### config.mk
export PLATFORM = sky130hd
export DESIGN_NAME = pulse_burst_gen
export DESIGN_NICKNAME = d
export VERILOG_FILES = /design/src/rtl/pulse_burst_pkg.sv /design/src/rtl/burst_gap_timer.sv /design/src/rtl/pulse_burst_gen.sv
export SDC_FILE = /design/constraint.sdc
export NUM_CORES = 1
export LEC_CHECK = 0
export ABC_AREA = 1
export ABC_CLOCK_PERIOD_IN_PS = 1630
export CELL_PAD_IN_SITES_DETAIL_PLACEMENT = 2
export CELL_PAD_IN_SITES_GLOBAL_PLACEMENT = 2
export CORE_ASPECT_RATIO = 1.75
export CORE_MARGIN = 2
export CORE_UTILIZATION = 29
export DETAILED_ROUTE_END_ITERATION = 16
export HOLD_SLACK_MARGIN = 0.06
export PLACE_DENSITY_LB_ADDON = 0.1
export SLEW_MARGIN = 20
export SYNTH_ARGS = -nofsm -noshare
export SYNTH_HDL_FRONTEND = slang
export SYNTH_SLANG_ARGS = --single-unit
### constraint.sdc
create_clock -name clock -period 1.63 [get_ports clock]
set_clock_uncertainty 0.2 [all_clocks]
set_input_delay 0.326 -clock clock [delete_from_list [all_inputs] [get_ports clock]]
set_output_delay 0.326 -clock clock [all_outputs]
set_load 0.1 [all_outputs]
### src/rtl/pulse_burst_pkg.sv
// Shared types and helpers for the pulse burst generator.
package pulse_burst_pkg;

    localparam int CNT_W = 4;

    typedef enum logic [1:0] {
        IDLE  = 2'd0,
        PULSE = 2'd1,
        GAP   = 2'd2,
        DONE  = 2'd3
    } state_t;

    function automatic logic [CNT_W-1:0] min4(input logic [CNT_W-1:0] a,
                                              input logic [CNT_W-1:0] b);
        return (a < b) ? a : b;
    endfunction

endpackage

### src/rtl/burst_gap_timer.sv
// Loadable down-counter timing the low gap between burst pulses.
// expire is high while the count sits at 1, i.e. in the last gap cycle.
module burst_gap_timer
    import pulse_burst_pkg::*;
(
    input  logic             clock,
    input  logic             reset,
    input  logic             load,
    input  logic             clear,
    input  logic [CNT_W-1:0] load_val,
    output logic             expire
);

    logic [CNT_W-1:0] count;

    always_ff @(posedge clock or negedge reset) begin
        if (!reset) begin
            count <= '0;
        end else if (clear) begin
            count <= '0;
        end else if (load) begin
            count <= load_val;
        end else if (count != '0) begin
            count <= count - CNT_W'(1);
        end
    end

    assign expire = (count == CNT_W'(1));

endmodule

### src/rtl/pulse_burst_gen.sv
// Emits a burst of single-cycle pulses on x_out for the decade pulse counter.
// Optional PULSE_BURST_LAST_EN adds a registered 'last' flag on the final pulse.
module pulse_burst_gen
    import pulse_burst_pkg::*;
#(
    parameter int MAX_COUNT  = 10,
    parameter int GAP_CYCLES = 1
) (
    input  logic             clock,
    input  logic             reset,
    input  logic             start,
    input  logic [CNT_W-1:0] count_in,
    input  logic             abort,
    output logic             x_out,
    output logic             busy,
    output logic             done,
    output logic [CNT_W-1:0] remaining
`ifdef PULSE_BURST_LAST_EN
    ,
    output logic             last
`endif
);

    localparam logic [CNT_W-1:0] MAX_CNT = CNT_W'(MAX_COUNT);
    localparam logic [CNT_W-1:0] GAP_LD  = CNT_W'(GAP_CYCLES);

    state_t           state;
    logic [CNT_W-1:0] req_cnt;
    logic             gap_load;
    logic             gap_clear;
    logic             gap_expire;

    assign req_cnt   = min4(count_in, MAX_CNT);
    assign gap_load  = (state == PULSE) && !abort && (remaining != CNT_W'(1));
    assign gap_clear = abort && (state != IDLE);

    burst_gap_timer u_gap (
        .clock    (clock),
        .reset    (reset),
        .load     (gap_load),
        .clear    (gap_clear),
        .load_val (GAP_LD),
        .expire   (gap_expire)
    );

    always_ff @(posedge clock or negedge reset) begin
        if (!reset) begin
            state     <= IDLE;
            x_out     <= 1'b0;
            busy      <= 1'b0;
            done      <= 1'b0;
            remaining <= '0;
`ifdef PULSE_BURST_LAST_EN
            last      <= 1'b0;
`endif
        end else begin
            x_out <= 1'b0;
            done  <= 1'b0;
`ifdef PULSE_BURST_LAST_EN
            last  <= 1'b0;
`endif
            // Outputs are set for the state being entered, so they line up with it.
            case (state)
                IDLE: begin
                    if (start) begin
                        busy <= 1'b1;
                        if (count_in != '0) begin
                            state     <= PULSE;
                            x_out     <= 1'b1;
                            remaining <= req_cnt;
`ifdef PULSE_BURST_LAST_EN
                            last      <= (req_cnt == CNT_W'(1));
`endif
                        end else begin
                            state     <= DONE;
                            done      <= 1'b1;
                            remaining <= '0;
                        end
                    end
                end
                PULSE: begin
                    if (abort) begin
                        state     <= IDLE;
                        busy      <= 1'b0;
                        remaining <= '0;
                    end else if (remaining == CNT_W'(1)) begin
                        state     <= DONE;
                        done      <= 1'b1;
                        remaining <= '0;
                    end else begin
                        state     <= GAP;
                        remaining <= remaining - CNT_W'(1);
                    end
                end
                GAP: begin
                    if (abort) begin
                        state     <= IDLE;
                        busy      <= 1'b0;
                        remaining <= '0;
                    end else if (gap_expire) begin
                        state <= PULSE;
                        x_out <= 1'b1;
`ifdef PULSE_BURST_LAST_EN
                        last  <= (remaining == CNT_W'(1));
`endif
                    end
                end
                DONE: begin
                    state     <= IDLE;
                    busy      <= 1'b0;
                    remaining <= '0;
                end
                default: begin
                    state     <= IDLE;
                    busy      <= 1'b0;
                    remaining <= '0;
                end
            endcase
        end
    end

endmodule

; ---- Word level (Yosys, flattened, before mapping)
; Index checks and enable logic that the tools add are counted.
[totals]
word_cells = 62
romBits = 0
n_memories = 0
latchBits = 0
mem_bits_rw = 0
ff_bits = 13
[classes]
n_eq_ne = 10
n_div = 0
magnitude_cmp = 1
n_shift = 0
n_reduce_logical = 13
multipliers = 0
bitwise_logic = 0
add_sub_neg = 2
mux = 30
[ops]
columns = operator, count
row1 = $mux 4, 9
row2 = $pmux 4 s4, 1
row3 = $mux 1, 11
row4 = $mux 2, 5
row5 = $eq 4x1->1 const B, 2
row6 = $pmux 2 s4, 1
row7 = $reduce_bool 4->1, 2
row8 = $sub 4x1->4 const B, 2
row9 = $reduce_and 2->1, 3
row10 = $eq 2x2->1 const B, 2
row11 = $lt 4x4->1 const B, 1
row12 = $ne 2x2->1 const B, 2
row13 = $ne 4x1->1 const B, 1
row14 = $pmux 1 s2, 2
row15 = $logic_and 1x1->1, 3
row16 = $ne 3x3->1 const B, 1
row17 = $pmux 1 s3, 1
row18 = $reduce_bool 3->1, 1
row19 = $eq 2x1->1 const B, 1
row20 = $logic_not 2->1, 1
row21 = $ne 2x1->1 const B, 1
row22 = $reduce_bool 2->1, 1
row23 = $reduce_or 2->1, 1
row24 = $logic_not 1->1, 1

; ---- Depth between registers and ports, before layout
[logic_depth]
word_depth = 5
mapped_depth = 7
ltp_nobuf = 7

; ---- Cells and area by module
; Synthesis repeated with hierarchy kept, for this count alone.
[hier_totals]
cells_unflattened = 124
hier_area_um2 = 917.1
[by_module_without_submodules]
columns = mod, area_per_inst_um2, instances, seq_area_each_um2, cells_each
row1 = pulse_burst_gen, 633.1, 1, 225.2, 85
row2 = burst_gap_timer, 284.0, 1, 100.1, 39

; ---- Worst setup path before layout
; Ideal clock, no wire load.
[synth_timing]
path_kind = reg2reg
startpoint = reg remaining[0]
endpoint = reg remaining[1]
period_less_slack_ns = 2.047
slack_ns = -0.417
arrival_time_ns = 1.729
stages_incl_launch_ff = 7
n_path_buf = 0
path_cell_list = dfrtp_1 > inv_1 > ha_1 > nor2_1 > nand3_1 > nand2_1 > o21a_1
[synth_via]
elab_chain_len = 4
word_cells_on_any_way = 5
cone_classes = 1 x add/sub / 1 x eq/ne / 3 x mux
[synth_lines]
columns = item, line_no
row1 = from (decl), pulse_burst_gen.sv:17  ; output logic [CNT_W-1:0] remaining
row2 = from (signal assigned), pulse_burst_gen.sv:70  ; remaining <= req_cnt;
row3 = from (signal assigned), pulse_burst_gen.sv:92  ; remaining <= remaining - CNT_W'(1);
row4 = $sub 4x1->4 or $eq 4x1->1 (tied branches), "pulse_burst_gen.sv:92, pulse_burst_gen.sv:86"
row5 = $mux 4 (*), pulse_burst_gen.sv:86  ; end else if (remaining == CNT_W'(1)) begin
row6 = $mux 4 (*), pulse_burst_gen.sv:82  ; if (abort) begin
row7 = $pmux 4 s4 (*), pulse_burst_gen.sv:63  ; case (state)
; Mark *: on every way between the ends. The rest lies on a longest branch, timed or not.
; A chain may end at the register's enable or synchronous reset.

; ---- Final worst setup path
[layout_timing]
startpoint = reg remaining[1]
endpoint = out remaining[1]
; No word-level cell between the ends.

==> metrics.cfg <==
[place]
hpwl_um = 2070
pre_cts_ws_ns = -0.119
place_inst = 152
port_buffers = 14
finalWeightedCongestion = 0.806

[worst_setup_path]
reg2reg_from = remaining[1]
crit_required_ns = 1.10
cp-end-kind = primary output
ff2ff_path_depth = 6
critPathBufInv = 2
ff2ff_setup_slack_ns = 0.08
worstPathCellList = buf_4 -> buf_12
worstPathArrival_ns = 1.04
worstReg2RegEnd = u_gap.count[1]
cp_slowest_stage_delay_ns = 0.49
slowest_stage = dfrtp_4
cp_top_family = flip-flops
cp_max_fo = 3
startpoint_type = flip-flop
crit_type = flip-flop to primary output

[layout]
areaGrowthSynthToFinish_pct = 52.6
drive_above_1_share_pct = 33.8
final_net_count = 150
finalNonFillerCells = 160
num_antenna_cells = 0

[floorplan]
initial_utilization_pct = 30.5
die-area_mm2 = 0.00329
dieWidth_um = 44.2
fp.dieH_um = 74.4
io-pin-count = 15
coreArea_mm2 = 0.00269
rows = 25

[routing]
drc = 0
drt-total-wl_um = 2550
wl_per_cell_um = 15.9
viasPerCell = 5.13
dr.pass1.iters = 2
drt_iter0_drc = 14
postRouteAntennaNets = 0
vias = 820

[synth]
yosysSeqAreaShare_pct = 39.6
synth_top_flop_cell = dfrtp_1
yosysTopAreaCellShare_pct = 39.6
synth_area_um2 = 821
synth_nets = 119
syn_inst = 103
synthMostInstantiatedCell = nand2_1
synth_area_leaders = dfrtp_1, ha_1, nand2_1
synth_edf_count = 0
ys_types = 21
synth_common_cells = nand2_1, dfrtp_1, inv_1
synth.avg_cell_area_um2 = 7.97
ys_seq_elements = 13
post-synth-top-area-cell = dfrtp_1
ys_async_sr_fraction_pct = 100
ys_warn_count = 0

[clock_network]
clkTransAtPathRegs_ns = 0.05
cts-root-buf = clkbuf_8
cts_hold_buf = 0
htree_num_levels = 1
cts_buffer_depth = 2
cts_buffers = 3
cts.sinks = 13
clk_latency_ns = 0.25
cts_tree = yes

[pwr]
cellPowerDensity_mw_per_mm2 = 2410
switchingPower_uw = 1540
power.share.combinational_pct = 69.0
p_int_uw = 1480
switching_share_pct = 51.1
p_seq_share_pct = 21.3
leakage_uw = 0.000589
peakVddDrop_mv = 0.815
clkPwrFrac_pct = 9.7

[timing]
max_slew_margin_pct = 85.5
period_needed_ns = 1.56
finalHoldViolCount = 0
worst_pin_slew_ns = 0.216
post-route-period-util_pct = 95.9
timing.fmax_ghz = 0.640
maxSlewViolCount = 0
setup_viol = 0
setup_slack_ns = 0.0668

[global_route]
groute.usage.overall_pct = 17.8
grt_pass1_wl_um = 4150
grt_max_degree = 14
overflow = 0
antenna_found_initial = 0
first_global_vias = 870

[min_path]
hold_path_class = primary input to async pin

[run_status]
status = finished, final reports clean

[flow_run]
maxCapViolCount = 0

==> sequential cells by signal, indices dropped and copies added (netlist names) <==
name / count
busy: 1
remaining: 4
x_out: 1
done: 1
state: 2
u_gap.count: 4
==> final cells by class <==
class,count,area (µm²)
flip-flops and latches,13,335
inverters,14,52.6
repair buffers,26,300
clock buffers,4,45.0
multi-input cells,76,485
fillers,304,1440
well taps,27,33.8
==> worst register-to-register path, stage by stage (launching register included) <==
cell and delay (ns):
dfrtp_4 0.49, inv_2 0.07, ha_2 0.16, nand2_2 0.07
o21bai_1 0.19, nand2_1 0.14, nor2_1 0.15
==> placed cells by master (no fill, tap or decap), types with 2 or more instances in the layout <==
cell type	count
xor2_1	3
dfrtp_1	9
buf_4	12
inv_1	9
nor2_2	4
nor2_1	8
ha_4	2
nand2_2	3
o21ai_0	4
inv_2	5
nand3_1	8
ha_1	4
dfrtp_4	2
ha_2	2
a21oi_1	9
nor3_2	2
clkdlybuf4s50_1	7
dfrtp_2	2
nand2_1	19
buf_12	7
o21ai_1	2
clkbuf_8	3
==> stage by stage <==
| stage | utilization (%) | total power, µW | instance area (µm²) | TNS, ns | hold slack [ns] |
|---|---|---|---|---|---|
| 2_1_floorplan | - | 1820 | 831 | 0 | -0.170 |
| 3_3_place_gp | 42.2 | 2490 | 1130 | -0.107 | 0.373 |
| 3_5_place_dp | 42.2 | 2570 | 1130 | -0.459 | 0.388 |
| 4_1_cts | 44.2 | 2910 | 1190 | 0 | 0.200 |
| 5_1_grt | 46.6 | 3250 | 1250 | -0.0581 | 0.202 |
| 6_report | 46.6 | 3020 | 1250 | 0 | 0.192 |
==> layer usage <==
| metal | vias to the layer above | part of all wire [%] | GRT usage, % |
|---|---|---|---|
| met5 | - | 0 | 0 |
| met4 | 0 | 1.9 | 8.08 |
| met3 | 5 | 2.9 | 2.18 |
| met2 | 15 | 60 | 34.0 |
| met1 | 406 | 35 | 18.4 |
| li1 | 394 | - | - |
==> timing repair <==
| item | in CTS | in global routing |
|---|---|---|
| setup endpoints to repair | 2 | 8 |
| buffers inserted | 1 | 3 |
| gates resized for setup | 1 | 12 |
| pin swaps | 0 | 3 |
==> power groups by stage <==
stage               Combinational (µW)  Sequential (µW)  Clock, µW
global route                      2280              667        309
global placement                  1850              645          0
floorplan                          738             1090          0
finish                            2080              643        292
CTS                               1960              653        298
detailed placement                1910              656          0
==> how the worst max path moves through the flow <==
| stage | endpoint | start | cells past startpoint |
|---|---|---|---|
| after floorplan | remaining[1] | remaining[0] | 6 |
| after global placement | remaining[1] | start | 7 |
| after detailed placement | remaining[0] | count_in[2] | 6 |
| after CTS | state[0] | remaining[1] | 6 |
| after global routing | u_gap.count[2] | remaining[1] | 6 |
| final | remaining[1] | remaining[1] | 2 |
==> cell families (layout without fill, tap and decap cells) <==
family                   Yosys count  in the layout  share of synthesized area (%)
AO/OA/AOI/OAI                     19             19                           12.8
XOR/XNOR                           4              4                           4.27
adder cells (fa/ha/maj)            8              8                           12.2
buffers and inverters             14             44                           6.40
flip-flops                        13             13                           39.6
AND/OR/NAND/NOR                   45             45                           24.7
Note: power is estimated with default switching activity, not from simulation.
==> variant: new RTL, same settings <==
Re-encode `state_t` (4 states) as one-hot, 4 bits wide.
--- a/src/rtl/pulse_burst_pkg.sv
+++ b/src/rtl/pulse_burst_pkg.sv
@@ -3,11 +3,11 @@
 
     localparam int CNT_W = 4;
 
-    typedef enum logic [1:0] {
-        IDLE  = 2'd0,
-        PULSE = 2'd1,
-        GAP   = 2'd2,
-        DONE  = 2'd3
+    typedef enum logic [3:0] {
+        IDLE  = 4'b0001,
+        PULSE = 4'b0010,
+        GAP   = 4'b0100,
+        DONE  = 4'b1000
     } state_t;
 
     function automatic logic [CNT_W-1:0] min4(input logic [CNT_W-1:0] a,
Behaviour: no difference found for any inputs over 10 cycles, from zero or initial values and one cycle with reset low; not proved beyond that.
==> variant against the unedited design <==
Critical path depth unchanged. Design area increased by 5.2%. Sequential cell count rose by 2. Critical endpoint is now remaining[0]. Maximum frequency fell by 1.2%. Worst hold slack barely moved. Global-route usage shrank 0.51 points. Total power fell by 7.6%. Area after synthesis is 12% higher. Wire length is 4.8% higher. Highest routed layer unchanged. Count of clock-buffer cells in the layout shrank 1. Via count rose by 2.7%. Largest cell class unchanged. Worst setup slack worse by 0.019 ns.
==> variant: results <==
power:
  power.leakage_uw: 0.000641
  switching_share: 0.515
  ir_worst_vdd_uv: 919
grt:
  grt_pass1_wl_um: 4390
  grt_pass1_vias: 965
  track_usage: 0.173
  grt_max_degree: 16
synthesis:
  ys_types: 24
  avgSynthCellArea_sq_um: 7.93
  synth_flop_cell: "dfrtp_1"
  synthTopCellsByCount: "nand2_1, dfrtp_1, inv_1"
  yosys_warnings: 0
  synthTopCellsByArea: "dfrtp_1, nand2_1, ha_1, inv_1, nand2_4"
  synth_nets: 128
  yosysSeqAreaShare: 0.410
route:
  wl_per_cell_um: 14.6
  drt_iter0_drc: 9
  vias_per_cell: 4.60
  postRouteAntennaNets: 0
  drt_pre_antenna_iters: 3
worst_setup_path:
  crit_start: "remaining[0]"
  reg2reg_to: "state[2]"
  critical_path_arrival_ns: 1.06
  r2r-start: "remaining[1]"
  crit_fanout: 4
  r2r_slack_ns: 0.10
  cp-endpoint: "remaining[0]"
  ff2ff_path_depth: 6
sta:
  worstMarginPinSlew_ns: 0.292
layout:
  top_regs: "remaining x4, state x4, u_gap.count x4"
  antenna_cells: 0
  n_fill_cell: 359
  layout.nets: 153
  layout-drive-gt1-share: 0.336
  fin_cells: 183
clock_tree:
  clkTransAtPathRegs_ns: 0.07
  cts_buffer_depth: 2
  clk_latency_ns: 0.25
outcome:
  status: "completed"
placed_design:
  dpl.hpwl_um: 2260
  numPortBuffers: 14
  gp_congestion: 0.741
  dpl-instance-area_sq_um: 1240
## variant: layout make-up
| class | instances | area, sq um | area share |
|---|---|---|---|
| clock buffer | 3 | 41.3 | 0.0313 |
| clock inverter | 1 | 5.00 | 0.00380 |
| inverter | 18 | 70.1 | 0.0532 |
| multi-input combinational | 83 | 505 | 0.384 |
| sequential | 15 | 387 | 0.293 |
| tap | 43 | 53.8 | 0.0408 |
| timing repair buffer | 20 | 255 | 0.194 |
## variant: what timing repair did
| action | 4_1_cts | 5_1_grt |
|---|---|---|
| resized for setup | 1 | 7 |
| pin swaps | 0 | 2 |
| endpoints found under the setup margin | 1 | 7 |
| setup buffers | 0 | 0 |
## variant: cell families (layout without fill, tap and decap cells)
group           after synthesis  count (layout)  synth area share
xor+xnor                      2               2            0.0191
fa+ha+maj                     4               4            0.0544
flops                        15              15             0.410
simple gates                 64              64             0.359
buf+inv                      18              42            0.0762
compound gates               13              13            0.0816
## variant: how the worst min path moves through the flow
stage               slack (ns)           end  cells past startpoint
floorplan                -0.17          busy                      0
global placement          0.34          busy                      2
detailed placement        0.35          busy                      2
CTS                       0.20  remaining[1]                      2
global route              0.21  remaining[1]                      2
finish                    0.19  remaining[1]                      2
## variant: power groups by stage
stage	Clock (uW)	Sequential, uW	Combinational (uW)
finish	319	674	1800
global route	348	693	1960
CTS	328	674	1780
detailed placement	0	679	1770
global placement	0	672	1710
floorplan	0	1090	725
## variant: metal layers
layer  vias up  track usage  share of wire
met5         -            0              0
li1        410            -              -
met3         5       0.0322          0.025
met2        13        0.332           0.61
met1       414        0.165           0.34
met4         0       0.0600          0.016
## variant: worst max-delay path: cells and delay by family (launching register included)
kind,cells,cell delay (ns)
buffers and inverters,2,0.32
DFF,1,0.48
## variant: stage by stage
| stage | setup TNS, ns | setup WS (ns) | hold WS, ns |
|---|---|---|---|
| after floorplan | 0 | 0.0131 | -0.170 |
| after global placement | -0.513 | -0.103 | 0.339 |
| after detailed placement | -0.873 | -0.152 | 0.346 |
| after CTS | 0 | 0.0227 | 0.204 |
| after global routing | 0 | 0.0112 | 0.209 |
| final | 0 | 0.0482 | 0.192 |
